==> src/rtl/mdu_pkg.sv <==
// Shared encodings for the iterative multiply/divide unit.
package mdu_pkg;

  localparam int MDU_WIDTH = 32;

  localparam logic [1:0] OP_MULT  = 2'b00;
  localparam logic [1:0] OP_MULTU = 2'b01;
  localparam logic [1:0] OP_DIV   = 2'b10;
  localparam logic [1:0] OP_DIVU  = 2'b11;

  typedef enum logic [1:0] {
    IDLE = 2'b00,
    CALC = 2'b01,
    FIX  = 2'b10
  } state_e;

endpackage

==> src/rtl/mdu_sign_fix.sv <==
// Conditional two's complement of a W-bit vector (magnitude extraction and
// result sign correction).
module mdu_sign_fix #(
  parameter int W = 32
) (
  input  logic [W-1:0] din,
  input  logic         neg,
  output logic [W-1:0] dout
);

  // negate when requested, pass through otherwise
  always_comb begin
    if (neg) begin
      dout = (~din) + {{(W-1){1'b0}}, 1'b1};
    end else begin
      dout = din;
    end
  end

endmodule

==> src/rtl/mdu_iterative.sv <==
// Iterative radix-2 multiply/divide unit with architectural HI/LO registers.
// Optional MDU_EARLY_TERM_EN: multiply stops once no set multiplier bits remain.
module mdu_iterative
  import mdu_pkg::*;
#(
  parameter int WIDTH = MDU_WIDTH,
  parameter int CNT_W = $clog2(WIDTH)
) (
  input  logic             clk,
  input  logic             rst_n,
  input  logic             start,
  input  logic [1:0]       op,
  input  logic [WIDTH-1:0] a,
  input  logic [WIDTH-1:0] b,
  input  logic             mthi,
  input  logic             mtlo,
  input  logic [WIDTH-1:0] wdata,
  output logic             busy,
  output logic             done,
  output logic [WIDTH-1:0] hi,
  output logic [WIDTH-1:0] lo,
  output logic             div_by_zero
);

  localparam logic [CNT_W-1:0] CNT_LAST = CNT_W'(WIDTH - 1);
  localparam logic [CNT_W-1:0] CNT_ONE  = {{(CNT_W-1){1'b0}}, 1'b1};

  state_e               state_r;
  logic [1:0]           op_r;
  logic                 sa_r, sb_r, divz_r;
  logic [CNT_W-1:0]     cnt_r;
  logic [2*WIDTH-1:0]   acc_r, mcand_r;
  logic [WIDTH-1:0]     opb_r;
  logic                 busy_r, done_r, dz_r;
  logic [WIDTH-1:0]     hi_r, lo_r;

  logic                 a_neg_s, b_neg_s;
  logic [WIDTH-1:0]     amag_s, bmag_s;
  logic [WIDTH:0]       rem_sh_s, diff_s;
  logic [2*WIDTH-1:0]   acc_next_s, prod_s;
  logic [WIDTH-1:0]     quo_s, rem_s;
  logic                 last_s;
  logic                 prod_neg_s, quo_neg_s, rem_neg_s;

  assign a_neg_s    = ~op[0] & a[WIDTH-1];
  assign b_neg_s    = ~op[0] & b[WIDTH-1];
  assign prod_neg_s = (op_r == OP_MULT) & (sa_r ^ sb_r);
  assign quo_neg_s  = (op_r == OP_DIV) & (sa_r ^ sb_r);
  assign rem_neg_s  = (op_r == OP_DIV) & sa_r;

  mdu_sign_fix #(.W(WIDTH))   u_amag (.din(a), .neg(a_neg_s), .dout(amag_s));
  mdu_sign_fix #(.W(WIDTH))   u_bmag (.din(b), .neg(b_neg_s), .dout(bmag_s));
  mdu_sign_fix #(.W(2*WIDTH)) u_prod (.din(acc_r), .neg(prod_neg_s), .dout(prod_s));
  mdu_sign_fix #(.W(WIDTH))   u_quo  (.din(acc_r[WIDTH-1:0]), .neg(quo_neg_s), .dout(quo_s));
  mdu_sign_fix #(.W(WIDTH))   u_rem  (.din(acc_r[2*WIDTH-1:WIDTH]), .neg(rem_neg_s), .dout(rem_s));

  // one radix-2 step: acc = {remainder, dividend/quotient} for divide, product for multiply
  always_comb begin
    rem_sh_s   = {acc_r[2*WIDTH-1:WIDTH], acc_r[WIDTH-1]};
    diff_s     = rem_sh_s - {1'b0, opb_r};
    acc_next_s = acc_r;
    if (op_r[1]) begin
      if (diff_s[WIDTH]) begin
        acc_next_s = {rem_sh_s[WIDTH-1:0], acc_r[WIDTH-2:0], 1'b0};
      end else begin
        acc_next_s = {diff_s[WIDTH-1:0], acc_r[WIDTH-2:0], 1'b1};
      end
    end else begin
      if (opb_r[0]) begin
        acc_next_s = acc_r + mcand_r;
      end else begin
        acc_next_s = acc_r;
      end
    end
  end

  // decide whether the current iteration is the final one
  always_comb begin
    last_s = (cnt_r == CNT_LAST);
`ifdef MDU_EARLY_TERM_EN
    if (!op_r[1] && (opb_r[WIDTH-1:1] == {(WIDTH-1){1'b0}})) begin
      last_s = 1'b1;
    end else begin
      last_s = (cnt_r == CNT_LAST);
    end
`endif
  end

  // control FSM, datapath registers and architectural HI/LO
  always_ff @(posedge clk or negedge rst_n) begin
    if (!rst_n) begin
      state_r <= IDLE;
      op_r    <= OP_MULT;
      sa_r    <= 1'b0;
      sb_r    <= 1'b0;
      divz_r  <= 1'b0;
      cnt_r   <= {CNT_W{1'b0}};
      acc_r   <= {(2*WIDTH){1'b0}};
      mcand_r <= {(2*WIDTH){1'b0}};
      opb_r   <= {WIDTH{1'b0}};
      busy_r  <= 1'b0;
      done_r  <= 1'b0;
      dz_r    <= 1'b0;
      hi_r    <= {WIDTH{1'b0}};
      lo_r    <= {WIDTH{1'b0}};
    end else begin
      done_r <= 1'b0;
      dz_r   <= 1'b0;
      case (state_r)
        IDLE: begin
          if (start) begin
            op_r    <= op;
            sa_r    <= a_neg_s;
            sb_r    <= b_neg_s;
            divz_r  <= op[1] & (b == {WIDTH{1'b0}});
            cnt_r   <= {CNT_W{1'b0}};
            acc_r   <= op[1] ? {{WIDTH{1'b0}}, amag_s} : {(2*WIDTH){1'b0}};
            mcand_r <= {{WIDTH{1'b0}}, amag_s};
            opb_r   <= bmag_s;
            busy_r  <= 1'b1;
            state_r <= CALC;
          end else begin
            // register moves only when no operation is being launched
            if (mthi) hi_r <= wdata;
            if (mtlo) lo_r <= wdata;
          end
        end
        CALC: begin
          acc_r <= acc_next_s;
          cnt_r <= cnt_r + CNT_ONE;
          if (!op_r[1]) begin
            mcand_r <= {mcand_r[2*WIDTH-2:0], 1'b0};
            opb_r   <= {1'b0, opb_r[WIDTH-1:1]};
          end
          if (last_s) state_r <= FIX;
        end
        FIX: begin
          if (op_r[1]) begin
            hi_r <= rem_s;
            lo_r <= divz_r ? {WIDTH{1'b1}} : quo_s;
            dz_r <= divz_r;
          end else begin
            hi_r <= prod_s[2*WIDTH-1:WIDTH];
            lo_r <= prod_s[WIDTH-1:0];
          end
          cnt_r   <= {CNT_W{1'b0}};
          done_r  <= 1'b1;
          busy_r  <= 1'b0;
          state_r <= IDLE;
        end
        default: begin
          busy_r  <= 1'b0;
          state_r <= IDLE;
        end
      endcase
    end
  end

  assign busy        = busy_r;
  assign done        = done_r;
  assign div_by_zero = dz_r;
  assign hi          = hi_r;
  assign lo          = lo_r;

endmodule
==> config.mk <==
export PLATFORM = sky130hd
export DESIGN_NAME = mdu_iterative
export DESIGN_NICKNAME = d
export VERILOG_FILES = /design/src/rtl/mdu_pkg.sv /design/src/rtl/mdu_sign_fix.sv /design/src/rtl/mdu_iterative.sv
export SDC_FILE = /design/constraint.sdc
export NUM_CORES = 1
export LEC_CHECK = 0
export BUFFER_PORTS_ARGS = -buffer_cell sky130_fd_sc_hd__buf_2
export CORE_MARGIN = 2
export CORE_UTILIZATION = 55
export DETAILED_ROUTE_END_ITERATION = 16
export MAX_ROUTING_LAYER = met4
export PLACE_DENSITY = 0.75
export SLEW_MARGIN = 15
export SYNTH_ARGS = -nofsm -noshare
export SYNTH_HDL_FRONTEND = slang
export SYNTH_SLANG_ARGS = --single-unit
==> constraint.sdc <==
create_clock -name clk -period 7.24 [get_ports clk]
set_clock_uncertainty 0.15 [all_clocks]
set_input_delay 0.724 -clock clk [delete_from_list [all_inputs] [get_ports clk]]
set_output_delay 0.724 -clock clk [all_outputs]
set_load 0.01 [all_outputs]
==> flow_summary.ini <==
[outcome]
outcome = completed

[timing]
hold_ws_ns = 0.0371
worstMarginPinSlew_ns = 1.20
final_min_period_over_clock_period_pct = 62.7
setup_viol = 0
max_slew_margin_pct = 19.6
fin_tns_setup_ns = 0
finalCriticalPeriod_ns = 4.54
hold_viol_final = 0
max_freq_ghz = 0.220
slew_violations = 0
rsz0062_at_grt = false

[clock_tree]
cts-root-buf = clkbuf_16
clk_latency_ns = 0.58
cts.sinks = 239
ctsHtreeMaxLevel = 1
cts_tree = built
cts_made_buffers = 29
cts_max_path_buffers = 3
cts_setup_buffers = 0
hold_buffers = 0
clk_pin_slew_worst_paths_ns = 0.06
cts_resized = 0

[job]
maxCapViolCount = 0

[critical_path]
start_kind = flop
slowest_delay_ns = 0.78
cp_num_buf_inv = 2
cp.required_ns = 7.56
slowest_stage = xnor2_2
path_class = reg2reg
path_delay_family = compound AO/OA/AOI/OAI gates
cp_data_arrival_time_ns = 4.86
critPathMostFrequentCell = a21oi_1
path_max_fanout = 23
path_cells = inv_1 -> ha_1 -> fa_1 -> nand2b_1 -> a21oi_1 -> o41ai_1 -> nor3_1 -> nor2_1 -> a21oi_1 -> xnor2_2 -> buf_4 -> mux2_2 -> nand2_1 -> o21ai_0 -> a22o_1
end_kind = flop

[global_routing]
grt_pass1_vias = 17600
grt_max_degree = 137
overflow = 0
grt_use_total_pct = 36.8
grt_pass1_wl_um = 100000
antenna_found_initial = 1

[die]
die_w_um = 190
fp.dieH_um = 190
die-area_sq_mm = 0.0360
start_util_pct = 56.2
ios = 170
core_area_sq_mm = 0.0337
fp-row-count = 67

[logic_synthesis]
synth_seq_cells = 239
ys.flop_type = dfrtp_1
ys.warnings.count = 0
syn_area_sq_mm = 0.0190
syn_avg_cell_area_sq_um = 8.00
synth_edf_count = 0
ys_types = 78
synth_seq_area_share_pct = 31.6
ys_async_sr_fraction_pct = 100
yosysTopAreaCell = dfrtp_1
synthTopCellsByArea = dfrtp_1 (32%), o21ai_0 (6.9%), ha_1 (6.7%), nand2_1 (5.7%), a21oi_1 (5.7%)
syn_inst = 2368
syn_nets = 2574
synth.top_cell.area_share_pct = 31.6

[placement]
io_buffers = 169
dpl.hpwl_um = 49100
place.gp.congestion = 1.00
placed_area_sq_mm = 0.0201

[drt]
wirelength_um = 65500
avgRoutedWirePerCell_um = 22.4
vias_per_cell = 6.39
remaining_drc_errors = 0
ant_nets = 0
drtIter0Drc = 1570
drt_pre_antenna_iters = 6
num_vias = 18700

[power]
powerDensity_mw_per_mm2 = 587
total_power_uw = 12400
peakVddDrop_mv = 0.408
leakagePower_uw = 0.00920

[layout]
fin_area_sq_mm = 0.0211
multi_input_area_sq_mm = 0.0123
syn2layout_area_growth_pct = 11.3
seqCellArea_sq_mm = 0.00598
final_nets = 2664
fill_cells = 2976
drive_above_1_share_pct = 11.3

[min_path]
hp-class = in2async
-- sequential cells by signal, indices dropped and copies added, names as in the netlist, 2 cells and up --
name	cells
acc_r	64
mcand_r	64
hi	32
lo	32
opb_r	32
cnt_r	5
op_r	2
state_r	2
-- cell families after synthesis --
| logic type | synth area share [%] |
|---|---|
| and+or+nand+nor | 17.8 |
| buffers and inverters | 3.84 |
| xor gates and xnor gates | 9.29 |
| AOI/OAI and AO/OA | 27.2 |
| adders and majority gates | 6.88 |
| DFF | 31.6 |
| muxes | 3.47 |
-- cell usage after synthesis, drive strengths merged (19+ instances only) --
master	count
or3	24
clkbuf	112
a221oi	21
nand3	32
nand2	290
nor2	212
xor2	100
a21o	63
inv	63
nor4	20
dfrtp	239
nand4	20
o211ai	43
a22o	37
xnor2	101
nor2b	19
ha	101
o21ai	278
nor3	33
nand2b	23
mux2i	60
a31oi	34
a21oi	214
-- report_power, final --
group,switching [uW],total (uW),internal (uW)
Clock,626,1540,909
Sequential,846,2800,1950
Combinational,4880,8050,3170
Total,6350,12400,6030
-- routing by layer --
layer,GRT usage (%),up-vias,share of wire (%)
met2,60.3,757,47
met4,20.0,0,6.6
met1,44.3,8979,40
met3,4.81,218,6.1
met5,-,-,0
li1,-,8750,-
-- worst reg2reg max path, stage by stage, from the launching register on --
cell,delay (ns)
dfrtp_1,0.39
inv_1,0.13
ha_1,0.21
fa_1,0.19
nand2b_1,0.15
a21oi_1,0.11
o41ai_1,0.65
nor3_1,0.11
nor2_1,0.21
a21oi_1,0.13
xnor2_2,0.78
buf_4,0.48
mux2_2,0.39
nand2_1,0.06
o21ai_0,0.08
a22o_1,0.20
-- path summary, 6_finish.rpt --
| path | start | end | slack, ns | cells after the start |
|---|---|---|---|---|
| worst max register to register | acc_r[31] | acc_r[37] | 2.70 | 15 |
| worst max-delay path | acc_r[31] | acc_r[37] | 2.70 | 15 |
| worst min register to register | lo[6] | lo[6] | 0.33 | 2 |
| max in group asynchronous | rst_n | op_r[1] | 5.58 | 2 |
| worst min-delay path | rst_n | hi[8] | 0.04 | 1 |
| min in group clk | b[31] | opb_r[31] | 0.31 | 3 |
-- layout by cell type (no fill, tap or decap), types with 17 or more instances in the layout --
master     instances
xnor2_1          100
o211ai_1          41
buf_4             18
a221oi_1          20
nand2b_1          22
mux2i_1           60
ha_1             101
clkbuf_16         29
nor3_1            33
nand3_1           31
nor4_1            18
or3_1             24
o221ai_1          17
dfrtp_1          238
a21oi_1          214
xor2_1           100
nand2_1          288
nor2_1           208
buf_2            168
inv_1             63
a21o_1            63
a31oi_1           34
o21ai_0          262
and3_1            17
a22o_1            37
nor2b_1           17
nand4_1           20
-- metrics by stage --
stage | worst slack, ns | utilization [%] | cells
2_1_floorplan | 3.70 | - | 2368
3_3_place_gp | 2.83 | 59.6 | 2875
3_5_place_dp | 2.77 | 59.7 | 2875
4_1_cts | 2.74 | 62.6 | 2928
5_1_grt | 2.34 | 62.6 | 2929
6_report | 2.70 | 62.6 | 2929
-- final cells by class --
| type | instances | share of cell area (%) |
|---|---|---|
| clock inverters | 16 | 0.949 |
| repair buffers | 188 | 4.79 |
| multi-input cells | 1937 | 58.4 |
| inverters | 63 | 1.12 |
| clock buffers | 37 | 3.73 |
| flip-flops and latches | 239 | 28.4 |
| diodes | 1 | 0.0119 |
| well taps | 448 | 2.66 |
(Power assumes the default switching activity.)
